### config.mk
export PLATFORM = sky130hd
export DESIGN_NAME = mux_scan_sequencer
export DESIGN_NICKNAME = d
export VERILOG_FILES = /design/src/rtl/mux_scan_pkg.sv /design/src/rtl/mux_settle_timer.sv /design/src/rtl/mux_scan_sequencer.sv
export SDC_FILE = /design/constraint.sdc
export NUM_CORES = 1
export LEC_CHECK = 0
export CAP_MARGIN = 10
export CORE_MARGIN = 2
export CORE_UTILIZATION = 51
export CTS_CLUSTER_SIZE = 24
export DETAILED_ROUTE_END_ITERATION = 8
export PLACE_DENSITY = 0.79
export SETUP_SLACK_MARGIN = 0.2
export SLEW_MARGIN = 40
export SYNTH_ARGS = -nofsm -noshare
export SYNTH_HDL_FRONTEND = slang
export SYNTH_SLANG_ARGS = --single-unit
### constraint.sdc
create_clock -name clk -period 1.4 [get_ports clk]
set_input_delay 0.28 -clock clk [delete_from_list [all_inputs] [get_ports clk]]
set_output_delay 0.28 -clock clk [all_outputs]
set_load 0.01 [all_outputs]
### src/rtl/mux_scan_pkg.sv
// Shared types, constants and channel-walk helper for the 4:1 mux scan sequencer.
// Latency: n/a (package only).
// Backpressure: n/a (package only).
package mux_scan_pkg;

    localparam int NUM_CH = 4;
    localparam int CH_W   = 2;

    // Channel index value meaning "no further enabled channel".
    localparam logic [CH_W:0] CH_END = (CH_W+1)'(NUM_CH);

    typedef enum logic [1:0] {
        IDLE   = 2'd0,
        SETTLE = 2'd1,
        SAMPLE = 2'd2,
        HOLD   = 2'd3
    } scan_state_t;

    // Lowest enabled channel at or above cur; CH_END when none remain.
    function automatic logic [CH_W:0] next_ch(input logic [CH_W:0]   cur,
                                              input logic [NUM_CH-1:0] mask);
        logic [CH_W:0] res;
        res = CH_END;
        for (int i = NUM_CH-1; i >= 0; i--) begin
            if (((CH_W+1)'(i) >= cur) && mask[i]) begin
                res = (CH_W+1)'(i);
            end
        end
        return res;
    endfunction

endpackage

### src/rtl/mux_settle_timer.sv
// Settle counter: counts cycles spent on one mux channel; done when cnt == SETTLE_CYCLES-1.
// Latency: done is a registered-count compare, valid the cycle the count reaches the limit.
// Backpressure: none; clr has priority over en.
module mux_settle_timer #(
    parameter int SETTLE_CYCLES = 2,
    parameter int CNT_W         = 4
) (
    input  logic clk,
    input  logic rst,
    input  logic clr,
    input  logic en,
    output logic done
);

    localparam logic [CNT_W-1:0] DONE_VAL = CNT_W'(SETTLE_CYCLES - 1);

    logic [CNT_W-1:0] cnt_q;
    logic [CNT_W-1:0] cnt_d;

    // Next count: clear wins, otherwise increment while enabled.
    always_comb begin
        cnt_d = cnt_q;
        if (clr) begin
            cnt_d = '0;
        end else if (en) begin
            cnt_d = cnt_q + CNT_W'(1);
        end
    end

    // Count register with synchronous reset.
    always_ff @(posedge clk) begin
        if (rst) begin
            cnt_q <= '0;
        end else begin
            cnt_q <= cnt_d;
        end
    end

    assign done = (cnt_q == DONE_VAL);

endmodule

### src/rtl/mux_scan_sequencer.sv
// Walks a 4:1 mux through its channels, samples y after settling, hands a 4-bit frame out.
// Latency: start edge k -> frame_valid after edge k + enabled_channels*(SETTLE_CYCLES+1).
// Backpressure: frame, selects and frame_valid hold in HOLD until frame_valid && frame_ready.
// Optional macro SCAN_MASK_EN adds ch_mask to skip channels; default build scans all four.
module mux_scan_sequencer
    import mux_scan_pkg::*;
#(
    parameter int SETTLE_CYCLES = 2,
    parameter int CNT_W         = 4
) (
    input  logic              clk,
    input  logic              rst,
    input  logic              start,
    input  logic              y,
    output logic              sel0,
    output logic              sel1,
    output logic              busy,
    output logic [NUM_CH-1:0] frame,
    output logic              frame_valid,
    input  logic              frame_ready
`ifdef SCAN_MASK_EN
    ,
    input  logic [NUM_CH-1:0] ch_mask
`endif
);

    scan_state_t       state_q, state_d;
    logic [CH_W-1:0]   ch_q, ch_d;
    logic [NUM_CH-1:0] shadow_q, shadow_d;
    logic [NUM_CH-1:0] frame_q, frame_d;
    logic [NUM_CH-1:0] mask_q, mask_d;
    logic [NUM_CH-1:0] start_mask;
    logic [NUM_CH-1:0] sampled;
    logic [CH_W:0]     first_ch;
    logic [CH_W:0]     after_ch;
    logic [CH_W-1:0]   sel;
    logic              settle_done;
    logic              tmr_clr;
    logic              tmr_en;

`ifdef SCAN_MASK_EN
    assign start_mask = ch_mask;
`else
    assign start_mask = '1;
`endif

    // Counter runs only while settling and restarts from zero on every channel.
    assign tmr_en  = (state_q == SETTLE);
    assign tmr_clr = (state_q != SETTLE);

    mux_settle_timer #(
        .SETTLE_CYCLES (SETTLE_CYCLES),
        .CNT_W         (CNT_W)
    ) u_timer (
        .clk  (clk),
        .rst  (rst),
        .clr  (tmr_clr),
        .en   (tmr_en),
        .done (settle_done)
    );

    // Channel bookkeeping: shadow with the current sample merged in, and the walk order.
    always_comb begin
        sampled          = shadow_q;
        sampled[ch_q]    = y & mask_q[ch_q];
        first_ch         = next_ch('0, start_mask);
        after_ch         = next_ch({1'b0, ch_q} + (CH_W+1)'(1), mask_q);
    end

    // Next-state logic; a scan launch is shared by IDLE and the HOLD handshake edge.
    always_comb begin
        state_d  = state_q;
        ch_d     = ch_q;
        shadow_d = shadow_q;
        frame_d  = frame_q;
        mask_d   = mask_q;
        unique case (state_q)
            IDLE: begin
                if (start) begin
                    shadow_d = '0;
                    mask_d   = start_mask;
                    if (first_ch == CH_END) begin
                        // Empty mask: one SAMPLE pass with nothing enabled yields frame 0.
                        ch_d    = '0;
                        state_d = SAMPLE;
                    end else begin
                        ch_d    = first_ch[CH_W-1:0];
                        state_d = SETTLE;
                    end
                end
            end
            SETTLE: begin
                if (settle_done) begin
                    state_d = SAMPLE;
                end
            end
            SAMPLE: begin
                shadow_d = sampled;
                if (after_ch == CH_END) begin
                    frame_d = sampled;
                    state_d = HOLD;
                end else begin
                    ch_d    = after_ch[CH_W-1:0];
                    state_d = SETTLE;
                end
            end
            HOLD: begin
                if (frame_ready) begin
                    if (start) begin
                        shadow_d = '0;
                        mask_d   = start_mask;
                        if (first_ch == CH_END) begin
                            ch_d    = '0;
                            state_d = SAMPLE;
                        end else begin
                            ch_d    = first_ch[CH_W-1:0];
                            state_d = SETTLE;
                        end
                    end else begin
                        state_d = IDLE;
                    end
                end
            end
            default: state_d = IDLE;
        endcase
    end

    // State, channel and frame registers; reset discards any partial scan.
    always_ff @(posedge clk) begin
        if (rst) begin
            state_q  <= IDLE;
            ch_q     <= '0;
            shadow_q <= '0;
            frame_q  <= '0;
            mask_q   <= '1;
        end else begin
            state_q  <= state_d;
            ch_q     <= ch_d;
            shadow_q <= shadow_d;
            frame_q  <= frame_d;
            mask_q   <= mask_d;
        end
    end

    // Select drive: 00 when idle, parked at 11 while a frame waits, else the live channel.
    always_comb begin
        sel = ch_q;
        if (state_q == IDLE) begin
            sel = '0;
        end else if (state_q == HOLD) begin
            sel = '1;
        end
    end

    assign sel0        = sel[0];
    assign sel1        = sel[1];
    assign busy        = (state_q != IDLE);
    assign frame_valid = (state_q == HOLD);
    assign frame       = frame_q;

endmodule

==> results of run 1 <==
-- per-stage QoR --
step,TNS (ns),instances
2_1_floorplan,0,95
3_3_place_gp,-0.08095,125
3_5_place_dp,-0.2063,125
4_1_cts,0,134
5_1_grt,0,134
6_report,0,134
-- state kept, by name, summed over array words and instances (netlist names) --
name / cells
ch_q: 2
shadow_q: 4
frame: 4
u_timer.cnt_q: 4
state_q: 2
-- final timing paths --
check / start / endpoint / slack, ns / depth (start not counted)
min reg2reg: u_timer.cnt_q[0] / u_timer.cnt_q[0] / 0.48 / 1
min: u_timer.cnt_q[0] / u_timer.cnt_q[0] / 0.48 / 1
max reg2reg: ch_q[1] / ch_q[0] / 0.10 / 5
max: state_q[1] / sel1 / 0.04 / 2
-- logic make-up after synthesis --
group                      after synthesis  synth area share
AOI/OAI and AO/OA                       25            0.1907
and+or+nand+nor                         24            0.1445
DFF                                     16            0.3699
buffers and inverters                   15            0.1040
adders and majority gates                9            0.1243
muxes                                    4           0.04624
xor gates and xnor gates                 2           0.02023
-- power by group through the flow --
stage	registers, mW	logic, mW	clock network, mW
finish	0.476	0.160	0.312
global route	0.477	0.169	0.337
CTS	0.475	0.140	0.313
detailed placement	0.483	0.110	0
global placement	0.482	0.107	0
floorplan	0.480	0.0689	0
-- routing by layer --
layer  up-vias  global-route usage
met5         -                   0
met4         0             0.08824
met3         4             0.03600
met2        25              0.3971
met1       375              0.2938
li1        380                   -
-- Yosys cell counts, drive strengths merged --
master / count
nand3: 2
nor3b: 1
and3b: 1
o31ai: 1
maj3: 2
a21oi: 2
dfxtp: 16
nor2b: 1
mux2i: 4
nor3: 1
nor2: 10
inv: 9
a31oi: 4
xnor2: 1
or2: 1
nand2: 5
a32oi: 1
dlymetal6s2s: 1
clkbuf: 1
o21ai: 6
ha: 7
xor2: 1
buf: 4
o21bai: 1
nor4b: 1
a211oi: 9
o32ai: 1
and2: 1
-- repair_timing --
action,4_1_cts,5_1_grt
setup endpoints to repair,19,20
cloned,2,0
gates resized for setup,50,17
pin swaps,10,12
hold endpoints to repair,0,0
setup buffers,3,0
-- worst max-delay path, stage by stage (launching register included) --
cell     delay, ns
dfxtp_2       0.36
maj3_2        0.32
buf_6         0.12
-- area by class of cell --
type	count	area, um2
inverter	9	33.78
multi-input combinational	66	590.6
fill	100	310.3
timing repair buffer	23	222.7
clock buffer	4	36.28
sequential	16	327.8
tap	16	20.02
==> results.md, run 1 <==
- Req. time, crit path: 1.12 ns
- Layout Nets: ~130
- Global-route usage over all layers: 0.2331
- Crit path capture type: output port
- DR iter-0 viols: 30
- Sequential Power Share: 0.502
- CTS buffer count: 3
- Final worst slack: around 0.035 ns
- Max Used Layer: met4
- Placed Area: around 1000 um2
- Run status: completed
- Crit share post-route: 0.9749
- Routed length on met1: ~1000 um
- Library cells used by synthesis: 30
- I/O pin count: 13
- Hold_ws: 0.4750 ns
- Row count: 14
- Initial Util: 0.5617
- Worst slack, placed: -0.05644 ns
- WL met2: around 1.0 mm
- Pleak: around 0.46 nW
- Routed wl met3: about 71 um
- Avg Synthesized Cell Area: between 9 and 10 um2
- Startpoint Class: flop
- # hold bufs at CTS: 0
- Pint: 0.7007 mW
- Clk network pwr share: 0.329
- Signal arrival time at the worst endpoint: 1.08 ns
- Longest Clk Path Bufs: 2
- Post-synth net total: approximately 110
- Core Footprint: 1541 um2
- Leading area contributor after synthesis: dfxtp_1
- Die extent in x: approximately 45 um
- Area Growth Syn to Fin: 42.20%
- Final WL: 2.122 mm
- Total Power: roughly 0.95 mW
- Switching share of power: 0.2606
- Logic pwr share: 0.168
- Yosys reg bits: 16
- CTS tree: done
- Final hold vios: 0
- Clock Tree Root: clkbuf_4
- First-pass GRT wire length: around 3.4 mm
- Total number of vias: a little under 800
- Max IR drop VDD: between 700 and 800 uV
- Ant diodes: 0
- HPWL Detailed: 1.211 mm
- Antenna-violating nets left: 0
- HP Class: reg -> reg
- Final Instance Area: 1231 um2
- Worst Skew: around 0.0033 ns
- Die ar.: slightly above 2000 um2
- Top post-synthesis cells by area: dfxtp_1 (37%), ha_1 (10%), a211oi_1 (7.8%)
- Register area share after synthesis: 0.3699
- Drt wl/cell: 15.84 um
- Util after Layout: 0.7987
- Ratio of cells with drive above 1 in the final layout: 0.4068
- H-tree lvl count: 1
- Initial antenna violation count: 0
- Port Buf Inserts: 12
- Max Freq: about 730 MHz
- Most frequent cells in the layout: dfxtp_1 (12), nor2_1 (10), inv_1 (8), buf_4 (8), buf_6 (6)
- Clock sink count: 16
- Cell count after synthesis: between 90 and 100
- Max-Cap Viols: 0
- Critical path peak fanout: 4
- Vias per cell: just under 6
- Synthesized cell area: just under 900 um2
- Total gr overflow: 0
- Final Critical Period: 1.365 ns
- Sw power: roughly 0.25 mW
- PwrDens: 769.8 nW/um2
- Yosys top cell area share: 0.3699
- First drt pass iteration count: 4
- Crit Path Category: reg -> out
- Commonest non-fill, non-tap cell in the layout: dfxtp_1
- Number of global-route vias before repair: 757
- Ys Warns: 0
- Clock slew at reported path FFs: ~0.10 ns
- Die Height: around 45 um
- Slew headroom: 0.8257
- Clk_lat worst skew: 0.29 ns
- Final GP Congestion: roughly 0.72
- Remaining DRCs: 0
- Tightest Pin Transition: approximately 0.26 ns
- Final-report setup violation count: 0
- Slew Limit Fails: 0
- Largest net degree at the start of global routing: 13
- RSZ-0062 raised after global routing: true
No activity file was read; power rests on OpenSTA's default activity.
==> run 2: changes to the inputs <==
CORE_UTILIZATION = 55   (was 51)
PLACE_DENSITY = 0.84   (was 0.79)
clock period = 1.8 ns   (was 1.4 ns; I/O delays follow)
==> run 2 against run 1 <==
Compared with the run above:
- wire length down 29%
- cell area is 20% lower
- critical path depth did not move
- worst hold slack got worse by 0.0024 ns
- clock-buffer cell count shrank 1
- cell count is 8.2% lower
- core utilization down 13 points
- die area shrank 6.7%
- register-to-register slack better by 0.29 ns
- clock power decreased by 42%
- combinational power fell by 55%
- largest power group unchanged
==> results.md, run 2 (synthesis gave the netlist of run 1 again) <==
- Run status: completed
- Max stage delay on crit path: 0.37 ns (about the same)
- # hold bufs at CTS: 0 (unchanged)
- I/O pin count: 13 (unchanged)
- Total number of vias: 669 (-15%)
- RSZ-0062 raised after global routing: false
- Fin cells: 123 (-8.2%)
- Placed Area: 964.7 um2 (-4.8%)
- Hold Path Sink: u_timer.cnt_q[0]
- Core Footprint: 1489 um2 (-3.4%)
- Clock Tree Root: clkbuf_4
- Crit path capture type: output port
- FILL cells: 120 (+20%)
- Longest Clk Path Bufs: 2 (unchanged)
- Vias per cell: 5.439 (-7.0%)
- Placed insts: 119 (-4.8%)
- Max Freq: 649.1 MHz
- Max-Cap Viols: 0 (unchanged)
- Crit share post-route: 0.8559
- Req. time, crit path: 1.44 ns (+0.32 ns)
- Clk_lat worst skew: 0.29 ns (about the same)
- Reg2Reg Setup Slack: 0.39 ns (+0.29 ns)
- Slew headroom: 0.7712 (-0.05447)
- Final hold vios: 0 (unchanged)
- Commonest non-fill, non-tap cell in the layout: dfxtp_1
- Worst Skew: 0.006977 ns (+0.003632 ns)
- Number of global-route vias before repair: 596 (-21%)
- HPWL Detailed: 1.109 mm (-8.4%)
- Final Instance Area: 991.0 um2 (-20%)
- Critical path peak fanout: 7 (+3)
- Initial antenna violation count: 0 (unchanged)
- Final GP Congestion: 0.8129 (+12%)
- Die Height: 43.68 um (-3.4%)
- First drt pass iteration count: 4 (unchanged)
- Reg2Reg Depth: 4 (-1)
- Clock sink count: 16 (unchanged)
- First-pass GRT wire length: 2.622 mm (-22%)
- Max IR drop VDD: 492.6 uV (-31%)
- Worst path cell trace: or2_2, clkdlybuf4s15_1
- DR iter-0 viols: 6 (-80%)
- Most frequent cells in the layout: dfxtp_1 (12), nor2_1 (10), inv_1 (9), a211oi_1 (9), clkdlybuf4s50_1 (8)
- Remaining DRCs: 0 (unchanged)
- HP Start: u_timer.cnt_q[0]
- CTS buffer count: 3 (unchanged)
- Drt wl/cell: 12.32 um (-22%)
- Clock slew at reported path FFs: 0.09 ns (about the same)
- Final Critical Period: about 1.5 ns
- H-tree lvl count: 1 (unchanged)
- Ant diodes: 0 (unchanged)
- PwrDens: 631.2 nW/um2 (-18%)
- Global-route usage over all layers: 0.1884 (-0.04470)
- Ratio of cells with drive above 1 in the final layout: 0.1495 (-0.2572)
- CP max stage cell: dfxtp_4
- Register area: 327.8 um2 (unchanged)
- Pleak: 0.3788 nW (-17%)
- Hold_ws: 0.4726 ns (-0.002420 ns)
- HP Class: reg -> reg
- FF-to-FF End: frame[3]
- Largest net degree at the start of global routing: 13 (unchanged)
- Util after Layout: 0.6655 (-0.1332)
- CTS tree: done
- Crit Path Category: reg -> out
- Worst Hold Depth: 1 (unchanged)
- Signal arrival time at the worst endpoint: 1.18 ns (+0.10 ns)
- Port Buf Inserts: 12 (unchanged)
- Initial Util: 0.5815 (+0.01982)
- Slew Limit Fails: 0 (unchanged)
- Antenna-violating nets left: 0 (unchanged)
- Setup_tns: 0 ns (unchanged)
- Row count: 14 (unchanged)
- Total gr overflow: 0 (unchanged)
- Area Growth Syn to Fin: 14.45%
- Die ar.: 1908 um2 (-6.7%)
- Layout Nets: 121 (-7.6%)
- Final-report setup violation count: 0 (unchanged)
- Tightest Pin Transition: 0.3421 ns (+0.08185 ns)
- Final WL: 1.515 mm (-29%)
- Die extent in x: 43.68 um (-3.4%)
- Startpoint Class: flop
- Area of the multi-input gates: 455.4 um2 (-23%)
- Reg2reg start: ch_q[0]
run 2: cell count changes in the layout (fill, tap and decap cells not counted), sizes merged:
cell and delta:
clkdlybuf4s50 +4, clkdlybuf4s15 -3, nor2b -1, clkbuf +1, buf -12, and3b -1
dlygate4sd2 +1
run 2: what timing repair did:
| item | in CTS | in global routing |
|---|---|---|
| gates resized for setup | 9 | 5 |
| endpoints found under the setup margin | 4 | 3 |
| setup buffers | 1 | 0 |
run 2: stage by stage:
stage | power (mW) | setup slack (ns)
floorplan | 0.4266 | 0.5534
global placement | 0.4464 | 0.2148
detailed placement | 0.4485 | 0.2064
CTS | 0.6320 | 0.1439
global route | 0.6564 | 0.2077
finish | 0.6255 | 0.2594
run 2: critical path, delay by kind of cell, from the launching register on:
kind          cells  cell delay (ns)
flops             1             0.37
simple gates      1             0.29
buf+inv           1             0.23
run 2: area by class of cell:
type	instances	share of cell area
multi-input combinational	64	0.4596
sequential	16	0.3308
timing repair buffer	15	0.1326
inverter	9	0.03409
clock buffer	3	0.02273
tap	16	0.02020
run 2: how the worst max path moves through the flow:
stage | startpoint | endpoint | slack, ns
finish | state_q[0] | busy | 0.26
global route | state_q[0] | busy | 0.21
CTS | ch_q[1] | sel1 | 0.14
detailed placement | state_q[0] | sel1 | 0.21
global placement | state_q[0] | sel1 | 0.21
floorplan | ch_q[0] | ch_q[0] | 0.55
run 2: metal layers:
layer  vias up  wire (um)  part of all wire  track usage
li1        358          -                 -            -
met1       295        724              0.48       0.2603
met2        14        710              0.47       0.2706
met3         2         69             0.046      0.07500
met4         0         10            0.0066      0.05455
met5         -          0                 0            0
run 2: report_power, final:
part,internal [mW],switching [mW],leakage (nW)
Combinational,0.0348,0.0377,0.234
Clock,0.0778,0.104,0.0138
Sequential,0.362,0.00986,0.131
==> run 3: changes to the inputs <==
CORE_UTILIZATION = 51   (was 55)
PLACE_DENSITY = 0.79   (was 0.84)
clock period = 1.59 ns   (was 1.8 ns; I/O delays follow)
==> run 3 against run 2 <==
Compared with the run above:
- worst setup slack worse by 0.070 ns
- clock power is 15% higher
- global-route usage is 2.3 points higher
- non-clock buffer count is 4 higher
- core utilization is 4.9 points higher
- first-iteration DRC count increased to 4.0 times the previous value
- highest routed layer unchanged
- worst hold slack better by 0.015 ns
- critical path type unchanged
==> results.md, run 3 (synthesis gave the netlist of run 1 again) <==
- H-tree lvl count: 1 (unchanged)
- Sequential Power Share: 0.569 (-0.025)
- Area Growth Syn to Fin: 27.17%
- Clk_lat worst skew: 0.29 ns (about the same)
- Port Buf Inserts: 12 (unchanged)
- Core Footprint: 1541 um2 (+3.5%)
- Worst Hold Depth: 1 (unchanged)
- Run status: completed
- Fin cells: 128 (+4.1%)
- Switching share of power: 0.2573 (+0.01535)
- Initial Util: 0.5617 (-0.01982)
- Final hold vios: 0 (unchanged)
- Req. time, crit path: 1.27 ns (-0.17 ns)
- Slew headroom: 0.7294 (-0.04185)
- Tightest Pin Transition: 0.4047 ns (+0.06258 ns)
- Logic pwr share: 0.145 (+0.029)
- Drt wl/cell: 15.89 um (+29%)
- Placed insts: 123 (+3.4%)
- Hold Path Sink: u_timer.cnt_q[0]
- Worst Skew: 0.002884 ns (-0.004094 ns)
- Max IR drop VDD: 668.9 uV (+36%)
- Row count: 14 (unchanged)
- DR iter-0 viols: 24 (+18)
- Die ar.: 2043 um2 (+7.1%)
- Number of global-route vias before repair: 664 (+11%)
- Final-report setup violation count: 0 (unchanged)
- Crit Path Category: reg -> out
- HP Start: u_timer.cnt_q[0]
- Critical path peak fanout: 5 (-2)
- Layout Nets: 126 (+4.1%)
- Slew Limit Fails: 0 (unchanged)
- CTS tree: done
- Total number of vias: 769 (+15%)
- Crit path capture type: output port
- Final GP Congestion: 0.7887 (-3.0%)
- Max-Cap Viols: 0 (unchanged)
- Clk network pwr share: 0.286 (-0.004)
- Clock sink count: 16 (unchanged)
- Die Height: 45.21 um (+3.5%)
- First drt pass iteration count: 4 (unchanged)
- Reg2reg start: state_q[1]
- Crit share post-route: 0.8808
- Pint: 0.5449 mW (+15%)
- Ant diodes: 0 (unchanged)
- First-pass GRT wire length: 3.070 mm (+17%)
- Signal arrival time at the worst endpoint: 1.08 ns (-0.10 ns)
- Final Critical Period: 1.400 ns
- Vias per cell: 6.008 (+10%)
- Die extent in x: 45.21 um (+3.5%)
- RSZ-0062 raised after global routing: true
- Clock Tree Root: clkbuf_4
- Initial antenna violation count: 0 (unchanged)
- Startpoint Class: flop
- Final WL: 2.034 mm (+34%)
- Setup_tns: 0 ns (unchanged)
- HPWL Detailed: 1.292 mm (+17%)
- Total Power: 0.7337 mW (+17%)
- Remaining DRCs: 0 (unchanged)
- Total gr overflow: 0 (unchanged)
- I/O pin count: 13 (unchanged)
- Sw power: 0.1888 mW (+25%)
- # hold bufs at CTS: 0 (unchanged)
- Global-route usage over all layers: 0.2110 (+0.02269)
- CTS buffer count: 3 (unchanged)
- Reg2Reg Depth: 4 (unchanged)
- Longest Clk Path Bufs: 2 (unchanged)
- Max Freq: between 700 and 800 MHz
- Antenna-violating nets left: 0 (unchanged)
- Clock slew at reported path FFs: 0.08 ns (about the same)
- HP Class: reg -> reg
- Ratio of cells with drive above 1 in the final layout: 0.2857 (+0.1362)
- FF-to-FF End: shadow_q[0]
- Reg2Reg Setup Slack: 0.23 ns (-0.16 ns)
- Pleak: 0.4374 nW (+15%)
- Largest net degree at the start of global routing: 13 (unchanged)
- Commonest non-fill, non-tap cell in the layout: dfxtp_1
- PwrDens: 666.3 nW/um2 (+5.6%)
- Hold_ws: 0.4873 ns (+0.01475 ns)
- Most frequent cells in the layout: dfxtp_1 (12), nor2_1 (10), inv_1 (9)
[run 3: cell count changes in the layout (fill, tap and decap cells not counted), moves of 2 or more]
| cell | delta |
|---|---|
| clkbuf_2 | -2 |
| and3b_2 | +2 |
| clkdlybuf4s50_1 | -4 |
| buf_6 | +5 |
| a211oi_2 | +3 |
| maj3_1 | -2 |
| dlygate4sd2_1 | +3 |
| buf_4 | +2 |
| maj3_2 | +2 |
| a211oi_1 | -3 |
[run 3: power by group through the flow]
stage | Combinational, mW | Sequential (mW) | Clock (mW)
finish | 0.106 | 0.417 | 0.210
global route | 0.116 | 0.419 | 0.229
CTS | 0.0953 | 0.417 | 0.220
detailed placement | 0.0895 | 0.427 | 0
global placement | 0.0883 | 0.426 | 0
floorplan | 0.0607 | 0.422 | 0
[run 3: critical path, stage by stage, from the launching register on]
cell	delay (ns)
dfxtp_2	0.35
maj3_2	0.32
buf_6	0.12
[run 3: repair_timing]
| action | 4_1_cts | 5_1_grt |
|---|---|---|
| setup endpoints to repair | 17 | 13 |
| pin swaps | 3 | 4 |
| buffers inserted | 1 | 0 |
| gates cloned | 1 | 0 |
| resized for setup | 28 | 16 |
[run 3: how the worst max path moves through the flow]
| stage | slack (ns) | start | cells after the start | end |
|---|---|---|---|---|
| 2_1_floorplan | 0.34 | ch_q[0] | 5 | ch_q[0] |
| 3_3_place_gp | 0.12 | state_q[1] | 2 | sel1 |
| 3_5_place_dp | 0.08 | y | 3 | shadow_q[0] |
| 4_1_cts | 0.11 | state_q[1] | 2 | sel1 |
| 5_1_grt | 0.14 | state_q[1] | 4 | shadow_q[0] |
| 6_report | 0.19 | state_q[0] | 2 | sel1 |
[run 3: stage by stage]
stage / instance area, um2 / setup slack [ns] / util
floorplan: 865.8 / 0.3434 / -
global placement: 994.7 / 0.1184 / 0.6453
detailed placement: 994.7 / 0.07931 / 0.6453
CTS: 1040 / 0.1080 / 0.6745
global route: 1101 / 0.1402 / 0.7143
finish: 1101 / 0.1895 / 0.7143
[run 3: layer usage]
metal,GRT usage,wire [um],vias to the layer above
li1,-,-,366
met4,0.07059,71,0
met3,0.06000,138,6
met5,0,0,-
met2,0.3314,1029,37
met1,0.2770,795,360
[run 3: layout make-up]
class,count,area (um2)
Multi-Input combinational cell,65,523.0
Fill cell,123,440.4
Sequential cell,16,327.8
Timing Repair Buffer,19,173.9
Inverter,9,33.78
Clock buffer,3,22.52
Tap cell,16,20.02
